===== src/rtl/ecc_secded_pkg.sv =====
// ecc_secded_pkg: shared types and constant helpers for the
// SECDED decoder pipeline and its parity generator.
package ecc_secded_pkg;

    localparam int CNT_WIDTH_DEF = 16;

    typedef enum logic [1:0] {
        ECC_CLEAN,
        ECC_SBE_DATA,
        ECC_SBE_CHK,
        ECC_DBE
    } ecc_class_e;

    function automatic int calc_p_bits(input int width);
        int p;
        p = 1;
        while ((1 << p) < width + p + 1) p++;
        return p;
    endfunction

    // k-th data bit lands on the (k+1)-th non-power-of-two >= 3
    function automatic int data_pos(input int k);
        int pos;
        pos = 2;
        for (int i = 0; i <= k; i++) begin
            pos++;
            while ((pos & (pos - 1)) == 0) pos++;
        end
        return pos;
    endfunction

endpackage


===== src/rtl/ecc_secded_pipe_if.sv =====
// ecc_secded_pipe_if: valid/ready stream bundle for the decoder,
// read word in and corrected word plus status out.
interface ecc_secded_pipe_if
    import ecc_secded_pkg::*;
#(
    parameter int DATA_WIDTH = 32
);
    localparam int P_BITS   = calc_p_bits(DATA_WIDTH);
    localparam int ECC_BITS = P_BITS + 1;

    logic                  in_valid;
    logic                  in_ready;
    logic [DATA_WIDTH-1:0] in_data;
    logic [ECC_BITS-1:0]   in_ecc;
    logic                  out_valid;
    logic                  out_ready;
    logic [DATA_WIDTH-1:0] out_data;
    logic                  out_sbe;
    logic                  out_dbe;
    logic [P_BITS-1:0]     out_syndrome;

    modport master (
        output in_valid, in_data, in_ecc, out_ready,
        input  in_ready, out_valid, out_data,
        input  out_sbe, out_dbe, out_syndrome
    );

    modport slave (
        input  in_valid, in_data, in_ecc, out_ready,
        output in_ready, out_valid, out_data,
        output out_sbe, out_dbe, out_syndrome
    );

endinterface


===== src/rtl/ecc_secded_gen.sv =====
// ecc_secded_gen: combinational Hamming parity generator,
// data -> {g, p}; shared by the read decoder and write encoder.
module ecc_secded_gen
    import ecc_secded_pkg::*;
#(
    parameter int DATA_WIDTH = 32
) (
    input  logic [DATA_WIDTH-1:0]              data,
    output logic [calc_p_bits(DATA_WIDTH):0]   ecc
);
    localparam int P_BITS = calc_p_bits(DATA_WIDTH);

    logic [P_BITS-1:0] p;

    for (genvar j = 0; j < P_BITS; j++) begin : g_p
        logic [DATA_WIDTH-1:0] m;
        for (genvar k = 0; k < DATA_WIDTH; k++) begin : g_m
            localparam int POS = data_pos(k);
            assign m[k] = POS[j];
        end
        assign p[j] = ^(data & m);
    end

    assign ecc = {(^data) ^ (^p), p};

endmodule


===== src/rtl/ecc_secded_pipe.sv =====
// ecc_secded_pipe: 2-stage SECDED decoder with saturating SBE/DBE
// counters; ECC_SECDED_PIPE_INJECT_EN adds the inj_mask error port.
module ecc_secded_pipe
    import ecc_secded_pkg::*;
#(
    parameter int DATA_WIDTH = 32,
    parameter int CNT_WIDTH  = CNT_WIDTH_DEF
) (
    input  logic                 clk,
    input  logic                 rst_n,
    ecc_secded_pipe_if.slave     bus,
`ifdef ECC_SECDED_PIPE_INJECT_EN
    input  logic [DATA_WIDTH+calc_p_bits(DATA_WIDTH):0] inj_mask,
`endif
    input  logic                 cnt_clr,
    output logic [CNT_WIDTH-1:0] sbe_count,
    output logic [CNT_WIDTH-1:0] dbe_count
);
    localparam int DW       = DATA_WIDTH;
    localparam int P_BITS   = calc_p_bits(DW);
    localparam int ECC_BITS = P_BITS + 1;

    logic adv;
    assign adv = !bus.out_valid || bus.out_ready;
    assign bus.in_ready = adv;

    logic [DW-1:0]       rx_data;
    logic [ECC_BITS-1:0] rx_ecc;
`ifdef ECC_SECDED_PIPE_INJECT_EN
    assign {rx_ecc, rx_data} = {bus.in_ecc, bus.in_data} ^ inj_mask;
`else
    assign {rx_ecc, rx_data} = {bus.in_ecc, bus.in_data};
`endif

    logic [ECC_BITS-1:0] calc_ecc;

    ecc_secded_gen #(.DATA_WIDTH(DW)) u_gen (
        .data (rx_data),
        .ecc  (calc_ecc)
    );

    // overall parity of the received word, folded through the syndrome
    logic [P_BITS-1:0] syn_d;
    logic              e_d;
    assign syn_d = calc_ecc[P_BITS-1:0] ^ rx_ecc[P_BITS-1:0];
    assign e_d   = calc_ecc[P_BITS] ^ rx_ecc[P_BITS] ^ (^syn_d);

    logic              s1_valid;
    logic [DW-1:0]     s1_data;
    logic [P_BITS-1:0] s1_syn;
    logic              s1_e;

    always_ff @(posedge clk or negedge rst_n) begin
        if (!rst_n) begin
            s1_valid <= 1'b0;
            s1_data  <= '0;
            s1_syn   <= '0;
            s1_e     <= 1'b0;
        end else if (adv) begin
            s1_valid <= bus.in_valid;
            s1_data  <= rx_data;
            s1_syn   <= syn_d;
            s1_e     <= e_d;
        end
    end

    logic [DW-1:0] flip;
    for (genvar k = 0; k < DW; k++) begin : g_flip
        localparam int POS = data_pos(k);
        assign flip[k] = (s1_syn == POS[P_BITS-1:0]);
    end

    logic chk_hit;
    assign chk_hit = (s1_syn & (s1_syn - P_BITS'(1))) == '0;

    ecc_class_e cls;
    always_comb begin
        cls = ECC_CLEAN;
        unique case (1'b1)
            !s1_e && s1_syn == '0:          cls = ECC_CLEAN;
            !s1_e && s1_syn != '0:          cls = ECC_DBE;
            s1_e && chk_hit:                cls = ECC_SBE_CHK;
            s1_e && !chk_hit && (|flip):    cls = ECC_SBE_DATA;
            s1_e && !chk_hit && !(|flip):   cls = ECC_DBE;
        endcase
    end

    always_ff @(posedge clk or negedge rst_n) begin
        if (!rst_n) begin
            bus.out_valid    <= 1'b0;
            bus.out_data     <= '0;
            bus.out_sbe      <= 1'b0;
            bus.out_dbe      <= 1'b0;
            bus.out_syndrome <= '0;
        end else if (adv) begin
            bus.out_valid    <= s1_valid;
            bus.out_data     <= (cls == ECC_SBE_DATA) ?
                                s1_data ^ flip : s1_data;
            bus.out_sbe      <= (cls == ECC_SBE_DATA) ||
                                (cls == ECC_SBE_CHK);
            bus.out_dbe      <= (cls == ECC_DBE);
            bus.out_syndrome <= s1_syn;
        end
    end

    logic hs;
    assign hs = bus.out_valid && bus.out_ready;

    always_ff @(posedge clk or negedge rst_n) begin
        if (!rst_n) begin
            sbe_count <= '0;
            dbe_count <= '0;
        end else if (cnt_clr) begin
            sbe_count <= '0;
            dbe_count <= '0;
        end else if (hs) begin
            if (bus.out_sbe && !(&sbe_count))
                sbe_count <= sbe_count + CNT_WIDTH'(1);
            if (bus.out_dbe && !(&dbe_count))
                dbe_count <= dbe_count + CNT_WIDTH'(1);
        end
    end

endmodule

===== src/flat_wrapper.sv =====
// flat-port wrapper written by rule: the top's interface ports become plain ports
module ecc_secded_pipe_flat import ecc_secded_pkg::*;
#(
    parameter int DATA_WIDTH = 32,
    parameter int CNT_WIDTH  = CNT_WIDTH_DEF
)
  (clk, rst_n, cnt_clr, sbe_count, dbe_count, bus_in_valid, bus_in_data, bus_in_ecc, bus_out_ready, bus_in_ready, bus_out_valid, bus_out_data, bus_out_sbe, bus_out_dbe, bus_out_syndrome);
  ecc_secded_pipe_if #(.DATA_WIDTH(DATA_WIDTH)) bus_i ();
  input  logic clk;
  input  logic rst_n;
  input  logic cnt_clr;
  output logic [CNT_WIDTH-1:0] sbe_count;
  output logic [CNT_WIDTH-1:0] dbe_count;
  input wire logic [$bits(bus_i.in_valid)-1:0] bus_in_valid;
  input wire logic [$bits(bus_i.in_data)-1:0] bus_in_data;
  input wire logic [$bits(bus_i.in_ecc)-1:0] bus_in_ecc;
  input wire logic [$bits(bus_i.out_ready)-1:0] bus_out_ready;
  output wire logic [$bits(bus_i.in_ready)-1:0] bus_in_ready;
  output wire logic [$bits(bus_i.out_valid)-1:0] bus_out_valid;
  output wire logic [$bits(bus_i.out_data)-1:0] bus_out_data;
  output wire logic [$bits(bus_i.out_sbe)-1:0] bus_out_sbe;
  output wire logic [$bits(bus_i.out_dbe)-1:0] bus_out_dbe;
  output wire logic [$bits(bus_i.out_syndrome)-1:0] bus_out_syndrome;
  assign bus_i.in_valid = bus_in_valid;
  assign bus_i.in_data = bus_in_data;
  assign bus_i.in_ecc = bus_in_ecc;
  assign bus_i.out_ready = bus_out_ready;
  assign bus_in_ready = bus_i.in_ready;
  assign bus_out_valid = bus_i.out_valid;
  assign bus_out_data = bus_i.out_data;
  assign bus_out_sbe = bus_i.out_sbe;
  assign bus_out_dbe = bus_i.out_dbe;
  assign bus_out_syndrome = bus_i.out_syndrome;
  ecc_secded_pipe #(.DATA_WIDTH(DATA_WIDTH), .CNT_WIDTH(CNT_WIDTH)) u_core (.clk(clk), .rst_n(rst_n), .bus(bus_i), .cnt_clr(cnt_clr), .sbe_count(sbe_count), .dbe_count(dbe_count));
endmodule

===== config.mk =====
export PLATFORM = sky130hd
export DESIGN_NAME = ecc_secded_pipe_flat
export DESIGN_NICKNAME = d
export VERILOG_FILES = /design/src/rtl/ecc_secded_pkg.sv /design/src/rtl/ecc_secded_pipe_if.sv /design/src/rtl/ecc_secded_gen.sv /design/src/rtl/ecc_secded_pipe.sv /design/src/flat_wrapper.sv
export SDC_FILE = /design/constraint.sdc
export NUM_CORES = 1
export LEC_CHECK = 0
export ABC_AREA = 1
export CORE_ASPECT_RATIO = 1.4
export CORE_MARGIN = 2
export CORE_UTILIZATION = 40
export CTS_BUF_LIST = sky130_fd_sc_hd__clkbuf_8 sky130_fd_sc_hd__clkbuf_16
export CTS_CLUSTER_SIZE = 40
export DETAILED_ROUTE_END_ITERATION = 10
export PLACE_DENSITY = 0.6
export SETUP_SLACK_MARGIN = 0.5
export SYNTH_ARGS = -nofsm -noshare
export SYNTH_HDL_FRONTEND = slang
export SYNTH_HIERARCHICAL = 1
export SYNTH_SLANG_ARGS = --single-unit

===== constraint.sdc =====
create_clock -name clk -period 3.2 [get_ports clk]
set_clock_uncertainty 0.15 [all_clocks]
set_input_delay 0.48 -clock clk [delete_from_list [all_inputs] [get_ports clk]]
set_output_delay 0.48 -clock clk [all_outputs]
set_load 0.02 [all_outputs]

==> results.md <==
* Sequential area share after synthesis at a little under two fifths
* Crit-path max cell delay at around 0.51 ns
* Max stage delay cell, worst path: clkdlybuf4s50_1
* Vias in the first global route at 7,197
* Worst-path clk slew at around 0.05 ns
* Status: finished, final reports clean
* Root Driver: clkbuf_16
* Max Cap Viol at 0
* Seq cells post-synth at approximately 110
* Arrival @ worst endpoint at between 2 and 3 ns
* Avg Inst Size Synth at 6.53 um^2
* Crit path time final at about 2.5 ns
* Antenna fix cells at 0
* Routed WL at about 21,000 um
* EDFF count, synth at 0
* Die area at 0.0196 mm^2
* Final Cycle Share at about four fifths
* Syn nets at around 1,200
* Fin area at about 0.01 mm^2
* Placed Area at 0.00903 mm^2
* Fmax at 0.396 GHz
* Largest net degree at the start of global routing at between 100 and 150
* Initial DRC count at slightly below 500
* Via/cell ratio at 4.85
* DRT Pass-1 Iters at 7
* First-pass GRT wire length at roughly 34,000 um
* Maximum fanout along the worst path at 3
* CTS Buf Count at 17
* Antenna viol nets, final at 0
* CTS sink count at approximately 110
* I/O pins at between 100 and 150
* Total gr overflow at 0
* CTS tree: built
* Post-synth top area cell: dfrtp_1
* Worst path cell trace: clkdlybuf4s50_1 > buf_4 > xor2_1 > nand2_2 > nand2_2 > nand2_2 > nand2_1 > nand2_1 > nand2_2 > inv_2 > nand2_2 > nand2_1 > nand2_1 > nand2_1 > nand2_1 > nand2_1 > xnor2_2 > inv_1 > nand2_1 > nand2_1 > inv_1 > nand2_1 > nand3_1 > nand2_1
* Layout cells sized above 1 at approximately a tenth
* Type of the worst min-delay path: primary input to flip-flop
* Routability-driven placement congestion ratio at 0.905
* Cells after Synth at approximately 1,100
* Initial antenna violation count at 0
* Hold Violations, Final at 0
* Layout Nets at roughly 1,300
* Synth cell types at 34
* Hpwl dp at roughly 16,000 um
* Clock buffer depth at 2
* RSZ-0062 raised after global routing: yes
* Pwr Density at 542 mW/mm^2
* CTS H-tree depth at 4
* Critical path buffers and inverters at 5
* Die W at 119 um
* Crit path kind: primary input to flip-flop
* Critical Path Start Type: primary input
* CP Capture Type: flip-flop
* Top cells by area in the synthesized netlist: dfrtp_1 (38%), nand2_1 (26%), nand3_1 (5.9%), inv_1 (5.6%), xor2_1 (5.3%)
* Syn Std Cell Area at approximately 0.0074 mm^2
* Initial Util at between 40% and 50%
* DR WL/cell at between 10 and 15 um
* Cell Rows at 58
* Worst EP required at 3.35 ns
* Filler Cell Count at 1,835
* PortBufs at ~120
* Post-synth top flop: dfrtp_1
* Worst slew pin tran at about 0.65 ns
* Core area at ~0.018 mm^2
* Syn. warnings at 6
* CP most frequent cell: nand2_1
* Area delta synth->final at 32.8%
* Post-synth ARST share at 100%
* Slew Limit Headroom at 56.4%
* Vias at about 7,400
* IR Drop Worst-Case VDD at approximately 0.00034 V
* Total GRT Usage at 22.1%
* # setup viols final at 0
* Top delay family on crit path: simple AND/OR/NAND/NOR gates
* Leakage power at about 5.0 nW
* Fin. max-slew vios at 0
* Worst hold margin at about 0.23 ns
* Clk_lat worst skew at ~0.40 ns
* Remaining DRCs at 0
* Chip Height at 165 um
* Setup TNS at 0 ns
* Fraction of synthesized cell area taken by the top area cell type at about two fifths
-- worst paths after layout --
kind,endpoint,start,cells past startpoint,slack [ns]
max,u_core/s1_e$_DFFE_PN0P_,bus_in_data[19],24,0.67
min,u_core/s1_data[10]$_DFFE_PN0P_,bus_in_data[10],3,0.23
max reg2reg,u_core/bus.out_data[31]$_DFFE_PN0P_,u_core/s1_syn[1]$_DFFE_PN0P_,13,0.74
min reg2reg,u_core/bus.out_valid$_DFFE_PN0P_,u_core/s1_valid$_DFFE_PN0P_,2,0.29
max in group asynchronous,u_core/s1_data[25]$_DFFE_PN0P_,rst_n,3,1.63
min in group asynchronous,u_core/dbe_count[12]$_DFFE_PN0P_,rst_n,2,0.50
-- per-stage QoR --
step / std cells / util, % / worst slack [ns] / total power, mW
2_1_floorplan: 1133 / - / 0.837 / 2.82
3_3_place_gp: 1499 / 50.0 / 0.0246 / 3.51
3_5_place_dp: 1499 / 50.0 / 0.0189 / 3.53
4_1_cts: 1532 / 53.1 / 0.510 / 5.32
5_1_grt: 1534 / 54.3 / 0.439 / 5.67
6_report: 1534 / 54.3 / 0.673 / 5.32
-- sequential cells by signal, indices dropped and copies added, names as in the netlist --
register / count
u_core/bus.out_dbe: 1
u_core/bus.out_syndrome: 6
u_core/s1_syn: 6
u_core/s1_e: 1
u_core/bus.out_data: 32
u_core/bus.out_sbe: 1
u_core/s1_data: 32
u_core/sbe_count: 16
u_core/bus.out_valid: 1
u_core/s1_valid: 1
u_core/dbe_count: 16
-- worst reg2reg max path, cell delays in order, from the launching register on --
cell and delay (ns):
dfrtp_1 0.44, nand2_1 0.22, o21ai_0 0.16, nor3_2 0.22
nor2_1 0.06, nand2_1 0.05, nand2_1 0.06, ha_1 0.21
inv_1 0.11, nor2_1 0.08, buf_4 0.15, nand2_1 0.10
xor2_2 0.22, o21ai_1 0.10
-- cells in the mapped netlist, types with 11 or more instances --
| master | instances |
|---|---|
| xnor2_1 | 13 |
| nand2_2 | 11 |
| nand2_1 | 515 |
| inv_2 | 16 |
| nor2_1 | 59 |
| nand4_1 | 20 |
| clkbuf_1 | 12 |
| o21ai_0 | 64 |
| o21ai_1 | 14 |
| nand3_1 | 87 |
| inv_1 | 111 |
| nor3_1 | 15 |
| xor2_1 | 45 |
| dfrtp_1 | 113 |
-- layout make-up --
type | instances | area [um^2] | share of cell area (%)
Tap cell | 240 | 300 | 3.06
Clock buffer | 17 | 425 | 4.33
Timing Repair Buffer | 154 | 1530 | 15.6
Clock inverter | 15 | 129 | 1.31
Sequential cell | 113 | 2830 | 28.8
Inverter | 128 | 482 | 4.91
Multi-Input combinational cell | 867 | 4120 | 42.0
-- layout by cell type (no fill, tap or decap), types with 2 or more instances in the layout --
cell type and n:
nor3_2 2, bufinv_16 2, clkdlybuf4s50_1 87, dlygate4sd2_1 4, o21ai_0 62, nand3_2 6, clkinvlp_4 3, inv_2 17
nand2_1 505, clkinv_2 8, buf_12 2, xnor2_1 9, buf_6 2, ha_1 4, nand4_1 20, nor2_1 56
nand2_2 21, nor3_1 13, nand3_1 82, dlymetal6s2s_1 23, buf_4 33, xor2_1 43, o21bai_1 2, xnor2_4 2
xnor2_2 3, o21ai_1 16, o21ai_2 2, inv_1 113, a21oi_1 5, nor2_4 4, dfrtp_1 112, clkbuf_16 17
-- report_power, final --
| part | switching (mW) | total, mW | internal [mW] |
|---|---|---|---|
| registers | 0.163 | 1.81 | 1.64 |
| logic | 1.06 | 1.75 | 0.695 |
| clock network | 0.635 | 1.76 | 1.12 |
-- metal layers --
metal	wire [um]	GRT usage (%)	vias to the layer above	share of wire, %
met5	0	0	-	0
met4	729	10.6	0	3.5
met3	637	3.11	44	3.0
met2	11100	41.4	181	53
met1	8550	24.4	3385	41
li1	-	-	3835	-
-- logic make-up (layout without fill, tap and decap cells) --
group                      after synthesis  count (layout)  share of synthesized area, %
xor gates and xnor gates                59              59                          7.09
buffers and inverters                  153             314                          8.17
DFF                                    113             113                          38.2
adders and majority gates                4               4                         0.677
and+or+nand+nor                        715             715                          39.6
AOI/OAI and AO/OA                       89              89                          6.26
-- repair_timing --
item	in CTS	in global routing
endpoints found under the hold margin	48	0
pin swaps	1	6
setup buffers	0	2
endpoints found under the setup margin	2	27
gates resized for setup	11	58
hold buffers	1	0
No activity file was read; power rests on OpenSTA's default activity.
